$ cat config.mk
export PLATFORM = sky130hd
export DESIGN_NAME = pvt_scan_scheduler
export DESIGN_NICKNAME = d
export VERILOG_FILES = /design/src/rtl/pvt_sched_pkg.sv /design/src/rtl/pvt_next_sel.sv /design/src/rtl/pvt_scan_scheduler.sv
export SDC_FILE = /design/constraint.sdc
export NUM_CORES = 1
export LEC_CHECK = 0
export CORE_AREA = 2 2 172 174
export DETAILED_ROUTE_END_ITERATION = 7
export DIE_AREA = 0 0 174 176
export GPL_TIMING_DRIVEN = 1
export PLACE_DENSITY = 0.71
export SYNTH_ARGS = -nofsm -noshare
export SYNTH_HDL_FRONTEND = slang
export SYNTH_SLANG_ARGS = --single-unit
$ cat constraint.sdc
create_clock -name clk -period 3.6 [get_ports clk]
set_input_delay 0.54 -clock clk [delete_from_list [all_inputs] [get_ports clk]]
set_output_delay 0.54 -clock clk [all_outputs]
set_load 0.01 [all_outputs]
$ cat src/rtl/pvt_sched_pkg.sv
// Shared types for the PVT scan scheduler: FSM states, sensor-type decoding, sensor count.
// Pure definitions; no latency and no flow control of its own.
package pvt_sched_pkg;

   typedef enum logic [2:0] {
      ST_IDLE,
      ST_SELECT,
      ST_ENABLE,
      ST_WAIT,
      ST_WRITE,
      ST_DONE
   } state_e;

   typedef enum logic [1:0] {
      SEN_P = 2'd0,
      SEN_V = 2'd1,
      SEN_T = 2'd2
   } sen_type_e;

   typedef struct packed {
      sen_type_e  typ;
      logic [7:0] num;
   } sen_id_t;

   function automatic int num_sensors(input int p, input int v, input int t);
      return p + v + t;
   endfunction

   // Flat result index -> sensor family and number within that family.
   function automatic sen_id_t decode_idx(input int idx, input int p, input int v);
      sen_id_t r;
      if (idx < p) begin
         r.typ = SEN_P;
         r.num = 8'(idx);
      end else if (idx < p + v) begin
         r.typ = SEN_V;
         r.num = 8'(idx - p);
      end else begin
         r.typ = SEN_T;
         r.num = 8'(idx - p - v);
      end
      return r;
   endfunction

endpackage

$ cat src/rtl/pvt_next_sel.sv
// Find-first-set over the latched sensor mask at or above the current index.
// Purely combinational, zero latency; no flow control.
module pvt_next_sel
   import pvt_sched_pkg::*;
#(
   parameter int N  = 22,
   parameter int IW = (N > 1) ? $clog2(N) : 1
) (
   input  logic [N-1:0]  mask,
   input  logic [IW-1:0] cur,
   output logic          found,
   output logic [IW-1:0] idx
);

   always_comb begin
      found = 1'b0;
      idx   = '0;
      // Descending scan so the lowest qualifying bit is the last one written.
      for (int i = N - 1; i >= 0; i--) begin
         if (mask[i] && (i >= int'(cur))) begin
            found = 1'b1;
            idx   = IW'(i);
         end
      end
   end

endmodule

$ cat src/rtl/pvt_scan_scheduler.sv
// Walks enabled PVT sensors in index order: enable pulse, wait for valid or timeout, one result record each.
// Slot = 2 + EN_CYCLES + wait cycles, outputs registered; res_we has no backpressure, scan_abort/rst stop at once.
module pvt_scan_scheduler
   import pvt_sched_pkg::*;
#(
   parameter int  NO_OF_PSENSORS = 10,
   parameter int  NO_OF_VSENSORS = 4,
   parameter int  NO_OF_TSENSORS = 8,
   parameter int  EN_CYCLES      = 4,
   parameter int  TIMEOUT        = 255,
   parameter int  DATA_W         = 16,
   localparam int N              = num_sensors(NO_OF_PSENSORS, NO_OF_VSENSORS, NO_OF_TSENSORS),
   localparam int IW             = (N > 1) ? $clog2(N) : 1
) (
   input  logic                clk,
   input  logic                rst,
   input  logic                scan_start,
   input  logic                scan_abort,
   input  logic                continuous,
   input  logic [N-1:0]        sensor_mask,
   output logic                busy,
   output logic                scan_done,
   output logic [N-1:0]        sen_en,
   input  logic [N-1:0]        sen_valid,
   input  logic [N*DATA_W-1:0] sen_data,
   output logic                res_we,
   output logic [IW-1:0]       res_idx,
   output logic [DATA_W-1:0]   res_data,
   output logic                res_timeout
);

   localparam int CMAX = (TIMEOUT > EN_CYCLES) ? TIMEOUT : EN_CYCLES;
   localparam int CW   = $clog2(CMAX + 1);

   state_e              state_q, state_d;
   logic [IW-1:0]       cur_q, cur_d;
   logic [N-1:0]        mask_q, mask_d;
   logic [CW-1:0]       cnt_q, cnt_d;
   logic                busy_q, busy_d;
   logic                scan_done_q, scan_done_d;
   logic [N-1:0]        sen_en_q, sen_en_d;
   logic                res_we_q, res_we_d;
   logic [IW-1:0]       res_idx_q, res_idx_d;
   logic [DATA_W-1:0]   res_data_q, res_data_d;
   logic                res_timeout_q, res_timeout_d;

   logic                nxt_found;
   logic [IW-1:0]       nxt_idx;

   pvt_next_sel #(
      .N  (N),
      .IW (IW)
   ) u_next_sel (
      .mask  (mask_q),
      .cur   (cur_q),
      .found (nxt_found),
      .idx   (nxt_idx)
   );

   always_comb begin
      state_d       = state_q;
      cur_d         = cur_q;
      mask_d        = mask_q;
      cnt_d         = cnt_q;
      res_idx_d     = res_idx_q;
      res_data_d    = res_data_q;
      res_timeout_d = res_timeout_q;

      if (scan_abort && (state_q != ST_IDLE)) begin
         state_d = ST_IDLE;
      end else begin
         case (state_q)
            ST_IDLE: begin
               if (scan_start && !scan_abort) begin
                  mask_d  = sensor_mask;
                  cur_d   = '0;
                  state_d = ST_SELECT;
               end
            end
            ST_SELECT: begin
               if (nxt_found) begin
                  cur_d   = nxt_idx;
                  cnt_d   = CW'(1);
                  state_d = ST_ENABLE;
               end else begin
                  state_d = ST_DONE;
               end
            end
            ST_ENABLE: begin
               if (cnt_q == CW'(EN_CYCLES)) begin
                  cnt_d   = CW'(1);
                  state_d = ST_WAIT;
               end else begin
                  cnt_d = cnt_q + 1'b1;
               end
            end
            ST_WAIT: begin
               // Valid is checked first so a valid on the final timeout cycle still captures data.
               if (sen_valid[cur_q]) begin
                  res_idx_d     = cur_q;
                  res_data_d    = sen_data[int'(cur_q)*DATA_W +: DATA_W];
                  res_timeout_d = 1'b0;
                  state_d       = ST_WRITE;
               end else if (cnt_q == CW'(TIMEOUT)) begin
                  res_idx_d     = cur_q;
                  res_data_d    = '0;
                  res_timeout_d = 1'b1;
                  state_d       = ST_WRITE;
               end else begin
                  cnt_d = cnt_q + 1'b1;
               end
            end
            ST_WRITE: begin
               if (cur_q == IW'(N - 1)) begin
                  state_d = ST_DONE;
               end else begin
                  cur_d   = cur_q + 1'b1;
                  state_d = ST_SELECT;
               end
            end
            ST_DONE: begin
               if (continuous) begin
                  mask_d  = sensor_mask;
                  cur_d   = '0;
                  state_d = ST_SELECT;
               end else begin
                  state_d = ST_IDLE;
               end
            end
            default: state_d = ST_IDLE;
         endcase
      end

      // Outputs are decoded from the next state so they line up with the state they describe.
      busy_d      = (state_d != ST_IDLE);
      scan_done_d = (state_d == ST_DONE);
      res_we_d    = (state_d == ST_WRITE);
      sen_en_d    = '0;
      if (state_d == ST_ENABLE) begin
         sen_en_d[cur_d] = 1'b1;
      end
   end

   always_ff @(posedge clk or posedge rst) begin
      if (rst) begin
         state_q       <= ST_IDLE;
         cur_q         <= '0;
         mask_q        <= '0;
         cnt_q         <= '0;
         busy_q        <= 1'b0;
         scan_done_q   <= 1'b0;
         sen_en_q      <= '0;
         res_we_q      <= 1'b0;
         res_idx_q     <= '0;
         res_data_q    <= '0;
         res_timeout_q <= 1'b0;
      end else begin
         state_q       <= state_d;
         cur_q         <= cur_d;
         mask_q        <= mask_d;
         cnt_q         <= cnt_d;
         busy_q        <= busy_d;
         scan_done_q   <= scan_done_d;
         sen_en_q      <= sen_en_d;
         res_we_q      <= res_we_d;
         res_idx_q     <= res_idx_d;
         res_data_q    <= res_data_d;
         res_timeout_q <= res_timeout_d;
      end
   end

   assign busy        = busy_q;
   assign scan_done   = scan_done_q;
   assign sen_en      = sen_en_q;
   assign res_we      = res_we_q;
   assign res_idx     = res_idx_q;
   assign res_data    = res_data_q;
   assign res_timeout = res_timeout_q;

endmodule
==> reports/qor.txt <==
Post-CTS Setup Inserts - 0
number of port buffers - 447
number of buffers created by CTS - 9
fraction of power consumed by the clock network - 0.137
remaining design rule violation count - 0
number of global-route vias before repair - 8385
Top Usage Layer GRT - met2
Slowest Stage Delay on Critical Path - 0.67 ns
final total negative setup slack - 0 ns
synthesized net count - 1131
standard cell area after detailed placement - 12300 sq um
number of pins exceeding their max-slew limit in the final report - 0
Power Dens Cells - 646 nW/um^2
buffers from clock root to sink, at most - 2
CP Capture Type - register
final hold viol count - 0
initial antenna violation count - 9
filler cell count in the final layout - 2758
number of gates resized after cts - 0
power after layout - 8170 uW
capture point of the worst reg-to-reg path - sen_en[18]
maximum number of pins on one net before global-route repair - 51
total of warnings raised by yosys - 0
Hold Path Class - reg -> reg
sequential power share - 0.194
drt wl/cell - 24.4 microns
required time of the worst setup path - 3.86 ns
Unique masters post-synth - 76
arrival time reported for the critical path endpoint - 3.53 ns
layout overhead on the synthesized area - 70.9%
maximum vdd drop - 0.000280 V
area used by sequential logic in the layout - 2140 sq um
worst reg-to-reg path cell count - 10
clock tree from TritonCTS - built
overall fraction of global-route tracks in use - 0.238
post-synth design cell area - 7400 sq um
critical path's top delay family - compound AO/OA/AOI/OAI gates
HPWL after detailed placement - 31300 microns
routability-driven placement congestion ratio - 0.909
via-per-instance ratio - 5.29
worst relative slew slack - 0.407
actual transition at the worst max-transition pin - 0.889 ns
total core area - 28500 sq um
Period Utilization, post-route - 0.907
post-synthesis sequential area ratio - 0.287
share of the synthesized area in compound gates (AO/OA/AOI/OAI) - 0.200
deepest level of the CTS H-tree - 3
launch point of the worst hold path - res_idx[3]
die span in y - 176 microns
highest attainable clock frequency - 306 MHz
combinational group share of total power - 0.669
final critical-path setup slack - 0.335 ns
post-synthesis share of cell area spent on xor and xnor gates - 0
final period demand of the worst path - 3.26 ns
initial cell density of the core - 0.259
RSZ-0062 raised after global routing - no
worst hold path endpoint - res_idx[3]
kind of launch point of the worst setup path - register
wire length of the first global-routing pass - 53900 microns
cells along the critical path - inv_2 -> buf_4 -> o21ai_0 -> a41oi_2 -> nor4_4 -> buf_4 -> and2_1 -> o32ai_1 -> nand3_1 -> nor3_1
sw power - 3620 uW
mux share of post-synthesis cell area - 0.319
share of layout cells above drive strength 1 - 0.161
Design Area, Final - 12700 sq um
worst-skew pair later-pin latency - 0.35 ns
Total Wirelength - 37600 microns
minimum setup slack among reg-to-reg paths - 0.34 ns
Crit path top cell by count - buf_4
average instance area after synthesis - 10.2 sq um
Placed Instances - 1520
GR met1 Demand/Resource - 0.278
number of enable-type register cells in the synthesized netlist - 0
ports placed on the boundary - 448
count of maximum capacitance violations - 0
row count - 62
number of sinks handled by clock tree synthesis - 85
clock skew - 0.00845 ns
number of nets at the end of the flow - 1553
critical path type - reg -> reg
number of synthesized register bits - 85
standard cell with the maximum stage delay on the critical path - o32ai_1
worst setup slack before clock tree synthesis - 0.341 ns
share of synthesized cell area in full adder, half adder and majority cells - 0.00845
via count of the routed design - 8144
remaining number of nets flagged by the antenna check after routing - 0
Post-synth ARST share - 1.00
worst hold stages - 2
width of the die - 174 microns
clock-pin transition on the worst setup and hold timing paths - 0.07 ns
area occupied by multi-input gates - 4900 sq um
Overflow after GRT - 0
first drt pass iteration count - 5
met3 capacity usage during global routing - 0.0540
Internal - 4550 uW
total of endpoints with negative setup slack in the final report - 0
outcome - complete, no violations
largest fanout on the critical path - 18
predominant post-synthesis flop cell - dfrtp_1
static leakage power - 0.00486 uW
number of DRC markers after the initial detailed-route iteration - 585
largest family of logic cells by synthesized area - multiplexers
simple-gate share of the synthesized area - 0.134
count of non-filler cells in the finished layout - 1540
CTS root buffer - clkbuf_16
share of total power consumed by net switching - 0.443
area of the die - 30600 sq um
met2 track demand over resource - 0.440
Buffers & Inverters on Critical Path - 3
count of mapped cells out of synthesis - 725
reg-to-reg critical path startpoint - cur_q[1]
number of hold buffers added after cts - 0
[final cells by class]
type                       count  area share
inverter                      18     0.00544
timing repair buffer         476       0.372
clock buffer                   9      0.0178
tap                          384      0.0380
sequential                    85       0.169
antenna                        4    0.000791
multi-input combinational    557       0.387
clock inverter                 7      0.0101
[power groups by stage]
| stage | logic, uW | registers, uW | clock network (uW) |
|---|---|---|---|
| 2_1_floorplan | 3620 | 1470 | 0 |
| 3_3_place_gp | 5450 | 1590 | 0 |
| 3_5_place_dp | 5490 | 1590 | 0 |
| 4_1_cts | 5500 | 1580 | 1140 |
| 5_1_grt | 5880 | 1630 | 1170 |
| 6_report | 5460 | 1590 | 1120 |
[tightest hold or removal path: cells and delay by family (launching register included)]
| kind | cells | cell delay, ns |
|---|---|---|
| simple gates | 1 | 0.05 |
| compound gates | 1 | 0.06 |
| flops | 1 | 0.34 |
[sequential cells by signal (all words and copies together), names as in the netlist, 3 cells and up]
| name | flops |
|---|---|
| mask_q | 22 |
| cnt_q | 8 |
| sen_en | 22 |
| res_data | 16 |
| cur_q | 5 |
| state_q | 3 |
| res_idx | 5 |
[worst max-delay path by stage]
stage             startpoint    endpoint  slack, ns  cells after the start
2_1_floorplan       cur_q[1]  sen_en[16]       0.01                     15
3_3_place_gp   sen_valid[20]    cnt_q[0]       0.42                      9
3_5_place_dp   sen_valid[16]    cnt_q[4]       0.34                      9
4_1_cts             cur_q[1]  sen_en[18]       0.37                     10
5_1_grt             cur_q[1]  sen_en[18]       0.07                     10
6_report            cur_q[1]  sen_en[18]       0.34                     10
[cell families (layout without fill, tap and decap cells)]
family	Yosys count	after routing
AOI/OAI and AO/OA	207	207
adders and majority gates	5	5
buffers and inverters	83	510
DFF	85	85
muxes	150	150
other	0	4
and+or+nand+nor	195	195
[placed cells by master, fill, tap and decap left out, drive strengths merged, types with 31 or more instances in the layout]
master / n
mux2: 49
mux4: 64
nand3: 31
mux2i: 37
nor2: 48
a21oi: 35
nand2: 54
o21ai: 52
dfrtp: 85
clkdlybuf4s50: 447
[synthesized netlist by cell type, drive strengths merged (3+ instances only)]
cell     n  share of area
clkbuf  28          0.014
or2      3         0.0025
nor4     3         0.0046
a22o    23          0.027
o21ai   52          0.036
mux2    49          0.075
nand2   54          0.028
o22ai   10         0.0085
nor2    48          0.025
ha       5         0.0085
mux4    64           0.19
nor3     5         0.0034
a211o    4         0.0047
o211ai   3         0.0037
a31oi    8         0.0068
nand4b   4         0.0047
a221oi  26          0.031
a311o    3         0.0041
nand2b   7         0.0059
and3     8         0.0068
mux2i   37          0.050
nor3b    4         0.0041
o21bai   4         0.0056
a21o     3         0.0030
buf     37          0.027
a211oi   7         0.0091
nor2b   12          0.010
inv     18         0.0091
a21oi   35          0.024
dfrtp   85           0.29
and2     3         0.0025
nand3   31          0.021
[per-stage QoR]
| step | hold slack, ns | utilization |
|---|---|---|
| after floorplan | 0.473 | - |
| after global placement | 0.468 | 0.430 |
| after detailed placement | 0.480 | 0.430 |
| after global routing | 0.516 | 0.443 |
| final | 0.492 | 0.443 |
| after CTS | 0.497 | 0.443 |
[metal layers]
| metal | wire length, microns | vias to the layer above | part of all wire |
|---|---|---|---|
| met5 | 38 | - | 0.0010 |
| met4 | 759 | 6 | 0.020 |
| met3 | 2570 | 48 | 0.068 |
| met2 | 20000 | 380 | 0.53 |
| met1 | 14200 | 4017 | 0.38 |
| li1 | - | 3693 | - |
Note: power is estimated with default switching activity, not from simulation.
